## src/rtl/loop_seq_ctrl.sv

```systemverilog
// Loop/step sequencer: a single go steps once, loop_btn press/release toggles free-running stepping, speed_btn cycles the step period.
// Latency: outputs are combinational from the current state and inputs; state, counter, speed and color update on the next clk edge.
// Backpressure: none; button inputs are levels sampled every cycle. Macro LOOP_SEQ_DEBUG_LED_EN enables the debug led outputs.
module loop_seq_ctrl #(
    parameter int CNT_W      = 26,
    parameter int BASE_DELAY = 50000000,
    parameter int NUM_SPEEDS = 3,
    parameter int NUM_COLORS = 4,
    localparam int SPD_W     = ($clog2(NUM_SPEEDS) > 1) ? $clog2(NUM_SPEEDS) : 1,
    localparam int COL_W     = $clog2(NUM_COLORS)
) (
    input  logic             clk,
    input  logic             reset,
    input  logic             go,
    input  logic             loop_btn,
    input  logic             speed_btn,
    output logic             simgo,
    output logic             clr,
    output logic             strtcnt,
    output logic             changecolor,
    output logic [COL_W-1:0] color_idx,
    output logic [SPD_W-1:0] speedlvl,
    output logic [2:0]       led
);

    // Press/release pairs: IDLE -press-> ARM -release-> RUN -press-> DISARM -release-> IDLE
    localparam logic [1:0] IDLE   = 2'd0;
    localparam logic [1:0] ARM    = 2'd1;
    localparam logic [1:0] RUN    = 2'd2;
    localparam logic [1:0] DISARM = 2'd3;

    localparam logic [CNT_W-1:0] BASE_V = CNT_W'(BASE_DELAY);
    localparam logic [SPD_W-1:0] SPD_MAX = SPD_W'(NUM_SPEEDS - 1);
    localparam logic [COL_W-1:0] COL_MAX = COL_W'(NUM_COLORS - 1);

    logic [1:0]       r_state;
    logic [1:0]       w_state_nxt;
    logic [CNT_W-1:0] r_cnt;
    logic [CNT_W-1:0] w_cnt_nxt;
    logic [CNT_W-1:0] w_tc;
    logic             w_tc_hit;
    logic             w_run;
    logic             w_spd_edge;
    logic             w_chg;
    logic             r_speed_btn;
    logic [SPD_W-1:0] r_speedlvl;
    logic [COL_W-1:0] r_color;

    // Each speed level halves the step period
    assign w_tc       = BASE_V >> r_speedlvl;
    assign w_tc_hit   = (r_cnt == (w_tc - CNT_W'(1)));
    assign w_run      = (r_state == RUN);
    assign w_spd_edge = speed_btn & ~r_speed_btn;
    assign w_chg      = w_run & w_tc_hit;

    // Next-state decode; any stray encoding falls back to IDLE
    always_comb begin
        w_state_nxt = r_state;
        case (r_state)
            IDLE:    if (loop_btn)  w_state_nxt = ARM;
            ARM:     if (!loop_btn) w_state_nxt = RUN;
            RUN:     if (loop_btn)  w_state_nxt = DISARM;
            DISARM:  if (!loop_btn) w_state_nxt = IDLE;
            default: w_state_nxt = IDLE;
        endcase
    end

    // Counter only advances while staying in RUN; expiry or a speed change restarts it
    always_comb begin
        w_cnt_nxt = '0;
        if (w_run && (w_state_nxt == RUN) && !w_spd_edge && !w_tc_hit) begin
            w_cnt_nxt = r_cnt + CNT_W'(1);
        end
    end

    // State, step counter and speed-button history
    always_ff @(posedge clk) begin
        if (reset) begin
            r_state     <= IDLE;
            r_cnt       <= '0;
            r_speed_btn <= 1'b0;
        end else begin
            r_state     <= w_state_nxt;
            r_cnt       <= w_cnt_nxt;
            r_speed_btn <= speed_btn;
        end
    end

    // Speed level advances on each speed_btn rising edge in any state
    always_ff @(posedge clk) begin
        if (reset) begin
            r_speedlvl <= '0;
        end else if (w_spd_edge) begin
            r_speedlvl <= (r_speedlvl == SPD_MAX) ? '0 : r_speedlvl + SPD_W'(1);
        end
    end

    // Color advances only on a loop step expiry, never on go
    always_ff @(posedge clk) begin
        if (reset) begin
            r_color <= '0;
        end else if (w_chg) begin
            r_color <= (r_color == COL_MAX) ? '0 : r_color + COL_W'(1);
        end
    end

    assign changecolor = w_chg;
    assign simgo       = w_chg | go | ((r_state == IDLE) & loop_btn);
    assign clr         = simgo;
    assign strtcnt     = w_run;
    assign color_idx   = r_color;
    assign speedlvl    = r_speedlvl;

`ifdef LOOP_SEQ_DEBUG_LED_EN
    assign led = {simgo, w_chg, w_run};
`else
    assign led = 3'b000;
`endif

endmodule
```

## config.mk

```make
export PLATFORM = sky130hd
export DESIGN_NAME = loop_seq_ctrl
export DESIGN_NICKNAME = d
export VERILOG_FILES = /design/src/rtl/loop_seq_ctrl.sv
export SDC_FILE = /design/constraint.sdc
export NUM_CORES = 1
export LEC_CHECK = 0
export CORE_UTILIZATION = 29
export DETAILED_ROUTE_END_ITERATION = 10
export GPL_TIMING_DRIVEN = 0
export PLACE_DENSITY = 0.56
export SLEW_MARGIN = 20
export SYNTH_ARGS = -nofsm -noshare
export SYNTH_HDL_FRONTEND = slang
export SYNTH_SLANG_ARGS = --single-unit
```

## constraint.sdc

```tcl
create_clock -name clk -period 2.9 [get_ports clk]
set_input_delay 0.58 -clock clk [delete_from_list [all_inputs] [get_ports clk]]
set_output_delay 0.58 -clock clk [all_outputs]
set_load 0.02 [all_outputs]
```

==> impl_metrics.py <==
metrics = {
    "outcome": {
        "status": "complete, no violations",
    },
    "finish": {
        "multiInputGateArea_um2": 1244,
        "n_antenna_cell": 0,
        "final_layout_size_suffix_gt1_frac": 0.2783,
        "fillers": 694,
        "nets": 236,
        "area.growth.synth_to_final_pct": 17.07,
        "post-route-util": 0.3499,
        "seq_area_um2": 663.1,
    },
    "synth": {
        "synth_most_common_cell": "dfxtp_1",
        "syn_area_um2": 2031,
        "async_reset_ff_frac": 0,
        "ys_seq_area_frac": 0.3253,
        "synth_cells": 209,
        "synth_area_leaders": "dfxtp_1 33%, nor3_2 9.9%, xnor2_1 6.5%",
        "synthTopCellsByCount": "33 x dfxtp_1, 20 x nor3_2, 15 x xnor2_1",
        "yosys.cell_types.count": 55,
        "yosysTopAreaCellShare": 0.3253,
        "synth_area_leader_cell": "dfxtp_1",
        "ys.warnings.count": 0,
        "ys_ff_latch": 33,
        "synthFlopType": "dfxtp_1",
        "synth_edf_count": 0,
        "avgSynthCellArea_um2": 9.716,
    },
    "cts": {
        "htreeDepth": 2,
        "cts_root_buf": "clkbuf_8",
        "clk_path_buf_depth": 2,
        "cts_hold_buf": 0,
        "clock_sinks": 33,
        "cts_buffers": 5,
        "clk_pin_slew_ps": 70,
        "cts_tree": "yes",
        "clkLatencyLatePin_ps": 290,
    },
    "timing": {
        "post-route-min-period_ps": 2744,
        "tns_ps": 0,
        "holdWs_ps": 494.6,
        "final-setup-viol-count": 0,
        "slew_headroom": 0.5149,
        "max_freq_ghz": 0.3644,
        "rsz0062_at_grt": "false",
        "skew_ps": 3.208,
        "finalCritPeriodShare": 0.9463,
        "tightest_slew_ps": 727.7,
        "slew_violations": 0,
        "hold_viol": 0,
    },
    "drt": {
        "routed_wl_mm": 4.125,
        "firstDrtPassIters": 4,
        "drt_iter0_markers": 57,
        "drt-met1-wl_mm": 2.005,
        "wl_met2_mm": 1.911,
        "wl_met3_um": 143,
        "routedWlPerCell_um": 12.65,
        "routed_via_density": 4.647,
        "top_layer": "met4",
        "drc": 0,
        "via_count": 1515,
        "ant_nets": 0,
    },
    "power_and_ir_drop": {
        "peakVddDrop_mv": 0.1090,
        "p_per_area_nw_per_um2": 382.6,
        "total_leakage_power_uw": 0.0007317,
        "p_total_uw": 909.6,
    },
    "place": {
        "io_buffer_count": 11,
        "gp_congestion": 0.8287,
        "hpwl_mm": 3.096,
    },
    "worst_setup_path": {
        "cp.arrival_ps": 2160,
        "crit_chain": "or4b_1 > o211ai_2 > o211ai_1 > nor4_4 > a211o_1 > clkdlybuf4s15_2",
        "cp_top_family": "simple AND/OR/NAND/NOR gates",
        "cp_data_required_time_ps": 2320,
        "start_kind": "flop",
        "worst_path_largest_cell_delay_ps": 480,
        "crit_slowest_cell": "or4b_1",
        "critPathMaxFanout": 6,
        "cp-end-kind": "output pin",
        "crit_type": "reg2out",
        "critPathBufInv": 1,
    },
    "hold_path": {
        "hp-class": "reg2reg",
    },
    "global_route": {
        "antenna_found_initial": 0,
        "grt_pass1_wl_mm": 7.327,
        "grt_pass1_vias": 1478,
        "grt_max_degree": 11,
        "grt_usage": 0.1279,
        "grt-ovfl-total": 0,
    },
    "die": {
        "die_y_um": 85.68,
        "die_x_um": 85.68,
        "initial_core_util": 0.2989,
        "rows": 30,
        "core_um2": 6794,
        "die_area_um2": 7341,
        "num_io_pins": 16,
    },
    "flow_run": {
        "drv_cap": 0,
    },
}
## timing repair
action | 4_1_cts | 5_1_grt
setup buffers | 1 | 0
endpoints found under the hold margin | 0 | 0
endpoints found under the setup margin | 3 | 3
resized for setup | 7 | 3
pin swaps | 1 | 1
## power by group
group          internal [µW]  switching, µW  total [µW]  leakage [µW]
Sequential               458           4.47         462      0.000267
Clock                    215            176         390     0.0000542
Combinational           26.6           30.1        56.8      0.000410
## sequential cells by signal, summed over array words and instances (netlist names)
| signal | count |
|---|---|
| r_cnt | 26 |
| color_idx | 2 |
| r_state | 2 |
| speedlvl | 2 |
| r_speed_btn | 1 |
## worst reg2reg max path, stage by stage (launching register included)
cell	delay, ps
dfxtp_1	390
ha_1	220
nand4_1	210
nor4_1	670
or3b_1	420
xor2_1	180
nor3_2	50
## metrics by stage
step           setup slack [ps]  instances  cell area (µm²)
4_1_cts                   15.26        327             2377
6_report                  155.9        326             2377
5_1_grt                   3.115        326             2377
3_5_place_dp             -107.9        318             2268
2_1_floorplan             339.2        211             2038
3_3_place_gp             -65.23        318             2268
## routing by layer
metal / track usage / vias up
li1: - / 776
met1: 0.1627 / 713
met2: 0.2087 / 19
met3: 0.03369 / 7
met4: 0.04545 / 0
met5: 0 / -
## layout by cell type, fill, tap and decap left out, types with 4 or more instances in the layout
cell type | Yosys | routed
xor2_1 | 9 | 9
nor2b_1 | 5 | 5
buf_4 | 5 | 7
nor3_2 | 20 | 20
nand3b_1 | 4 | 4
clkdlybuf4s50_1 | 0 | 8
nand4_1 | 5 | 5
buf_6 | 6 | 6
clkbuf_8 | 0 | 7
nand2_1 | 14 | 14
nand2b_1 | 4 | 4
nor3_1 | 8 | 8
dfxtp_1 | 33 | 31
nand3_1 | 9 | 9
nor2_1 | 12 | 11
xnor2_1 | 15 | 15
## kinds of logic after synthesis
| group | Yosys count | synth area share |
|---|---|---|
| buffers and inverters | 19 | 0.06715 |
| other | 1 | 0.001847 |
| adder cells (fa/ha/maj) | 2 | 0.01232 |
| AO/OA/AOI/OAI | 12 | 0.04991 |
| multiplexers | 5 | 0.02772 |
| flip-flops | 33 | 0.3253 |
| XOR/XNOR | 24 | 0.1035 |
| AND/OR/NAND/NOR | 113 | 0.4122 |
## path summary, 6_finish.rpt
path | depth (start not counted) | slack (ps) | to | startpoint
worst min-delay path | 2 | 490 | color_idx[1] | color_idx[1]
worst min register to register | 2 | 490 | color_idx[1] | color_idx[1]
worst max-delay path | 6 | 160 | clr | r_cnt[4]
worst max register to register | 6 | 640 | r_cnt[22] | r_cnt[0]
## cell type report
| type | instances | area share |
|---|---|---|
| Clock buffer | 7 | 0.04053 |
| Buffer | 15 | 0.05105 |
| Inverter | 3 | 0.004737 |
| Multi-Input combinational cell | 159 | 0.5232 |
| Clock inverter | 1 | 0.002105 |
| Tap cell | 96 | 0.05053 |
| Timing Repair Buffer | 12 | 0.04895 |
| Sequential cell | 33 | 0.2789 |
Note: power is estimated with default switching activity, not from simulation.
==> RTL change: new RTL, same flow settings <==
`CNT_W`: 26 -> 52.
--- a/src/rtl/loop_seq_ctrl.sv
+++ b/src/rtl/loop_seq_ctrl.sv
@@ -2,7 +2,7 @@
 // Latency: outputs are combinational from the current state and inputs; state, counter, speed and color update on the next clk edge.
 // Backpressure: none; button inputs are levels sampled every cycle. Macro LOOP_SEQ_DEBUG_LED_EN enables the debug led outputs.
 module loop_seq_ctrl #(
-    parameter int CNT_W      = 26,
+    parameter int CNT_W      = 52,
     parameter int BASE_DELAY = 50000000,
     parameter int NUM_SPEEDS = 3,
     parameter int NUM_COLORS = 4,
Behaviour: no difference found for any inputs over 10 cycles, from zero or initial values and one cycle with reset high; that may be too few to reach the edited logic, so the function may still have changed.
==> RTL change against the unedited design <==
Final area up 46%; worst hold slack worse by 31 ps; setup slack worse by 39 ps; sequential cell count up 26; critical path depth up 2; area after synthesis up 43%; power up 75%; routed wire length up 57%; fmax down 1.4%; clock power up 82%; synthesized cell count up 69%; sequential power up 77%; count of clock-buffer cells in the layout up 8; highest routed layer unchanged.
==> RTL change: results (changes against the unedited design) <==
Hold Path Class=flip-flop to flip-flop (unchanged); DRT iter0 DRCs=105 (was 57); Via density=4.67 (was 4.65); GPL Wtd Cong=0.770 (was 0.829); Slew @ Worst Pin=579 ps (was 728 ps); Netlist cell types=46 (was 55); Reg-to-Reg Start=r_cnt[3] (was r_cnt[0]); largest net degree at the start of global routing=11 (unchanged); Post-synth EDFFs=0 (unchanged); final hold slack=464 ps (was 495 ps); ANT cells=0 (unchanged); Hold Crit Start=r_cnt[0] (was color_idx[1]); Final setup viols=0 (unchanged); share of post-route cells with drive strength above 1=0.143 (was 0.278); top cells by area, synth=dfxtp_1 (41%), nor2_1 (10%), xor2_1 (9.1%), xnor2_1 (6.6%), nand4_1 (4.3%) (was dfxtp_1 (33%), nor3_2 (9.9%), xnor2_1 (6.5%), xor2_1 (3.9%), buf_6 (3.3%)); gr usage total=0.140 (was 0.128); critical path data arrival time=2200 ps (was 2160 ps); Layout Skew=10.1 ps (was 3.21 ps); critical path's largest stage delay=420 ps (was 480 ps); Synth async-reset ratio=0 (unchanged); CP Max Fanout=6 (unchanged); Slowest cell on crit path=dfxtp_1 (was or4b_1); mean post-synth cell area=8.22 um2 (was 9.72 um2); Avg WL per Cell=12.5 um (was 12.7 um); max reg flops=52 (was 26); VDD IR-drop max=0.000213 V (was 0.000109 V); WHS Endpoint=r_cnt[0] (was color_idx[1]); 1st-pass router iterations=4 (unchanged); vias in the first global route=2308 (was 1478); post-DP HPWL=4.66 mm (was 3.10 mm); dpl cell area=3200 um2 (was 2270 um2); Placed Cells incl. Taps=500 (was 318); Syn. warnings=0 (unchanged); register area share after synthesis=0.407 (was 0.325); Clock Latency Late Sink=340 ps (was 290 ps); status=complete, no violations (unchanged); fin cells=518 (was 326); clock-pin slew on the worst setup and hold paths=60 ps; sw power=0.344 mW (was 0.210 mW); Worst R2R End=r_cnt[12] (was r_cnt[22]); Top reg by flops=r_cnt (unchanged); IO Port Bufs=12 (was 11); top post-synthesis cells by count=nor2_1 (79), dfxtp_1 (59), xor2_1 (30) (was dfxtp_1 (33), nor3_2 (20), xnor2_1 (15)); nets=387 (was 236); CTS max path bufs=2 (unchanged); hold path depth=1 (was 2); CTS buffer count=9 (was 5); H-tree levels=3 (was 2); R2R setup slack=470 ps (was 640 ps); first-pass GRT wire length=11.2 mm (was 7.33 mm); Reg2Reg Depth=8 (was 6); CTS root buffer=clkbuf_8 (unchanged); Static Leak=1.05 nW (was 0.732 nW); initial antenna violation count=0 (unchanged)
[RTL change: power by group through the flow]
stage	registers (mW)	logic, mW	clock network [mW]
after floorplan	0.838	0.0397	0
after global placement	0.836	0.0648	0
after detailed placement	0.836	0.0654	0
after CTS	0.818	0.0650	0.727
after global routing	0.818	0.0704	0.771
final	0.818	0.0647	0.710
[RTL change: worst max path at each step]
stage          slack [ps]   startpoint    end  cells after the start
5_1_grt                 2     r_cnt[3]  simgo                      8
3_3_place_gp         -290    r_cnt[48]  simgo                      8
2_1_floorplan          90  speedlvl[0]  simgo                      8
6_report              120     r_cnt[3]  simgo                      8
3_5_place_dp         -330    r_cnt[48]  simgo                      8
4_1_cts                20  speedlvl[0]    clr                      9
[RTL change: through the flow]
stage | total power [mW] | setup slack (ps)
after floorplan | 0.878 | 91.9
after global placement | 0.901 | -294
after detailed placement | 0.902 | -334
after CTS | 1.61 | 22.7
after global routing | 1.66 | 2.07
final | 1.59 | 117
[RTL change: kinds of logic after synthesis]
group           share of synthesized area
other cells                       0.00129
simple gates                        0.321
buf+inv                            0.0504
fa+ha+maj                         0.00862
xor+xnor                            0.157
compound gates                     0.0479
flops                               0.407
mux                               0.00690
[RTL change: per-layer routing]
| metal | track usage | vias to the layer above | part of all wire |
|---|---|---|---|
| met5 | 0 | - | 0 |
| met4 | 0.0780 | 0 | 0.024 |
| met3 | 0.0246 | 12 | 0.038 |
| met2 | 0.213 | 43 | 0.44 |
| met1 | 0.189 | 1119 | 0.50 |
| li1 | - | 1244 | - |
[RTL change: repair_timing]
item                                    4_1_cts  5_1_grt
endpoints found under the setup margin        3        2
buffers inserted                              2        0
gates resized for setup                      18        9
pin swaps                                     3        5
[RTL change: critical path: cells and delay by family, from the launching register on]
kind,cells,cell delay [ps]
AO/OA/AOI/OAI,3,650
AND/OR/NAND/NOR,3,550
flip-flops,1,420
buffers and inverters,2,240
[RTL change: area by class of cell]
| cell class | count | area (um2) |
|---|---|---|
| Multi-Input combinational cell | 268 | 1650 |
| Inverter | 11 | 41.3 |
| Fill cell | 1040 | 6260 |
| Sequential cell | 59 | 1180 |
| Buffer | 17 | 108 |
| Timing Repair Buffer | 14 | 124 |
| Clock inverter | 1 | 5.00 |
| Tap cell | 133 | 166 |
| Clock buffer | 15 | 186 |
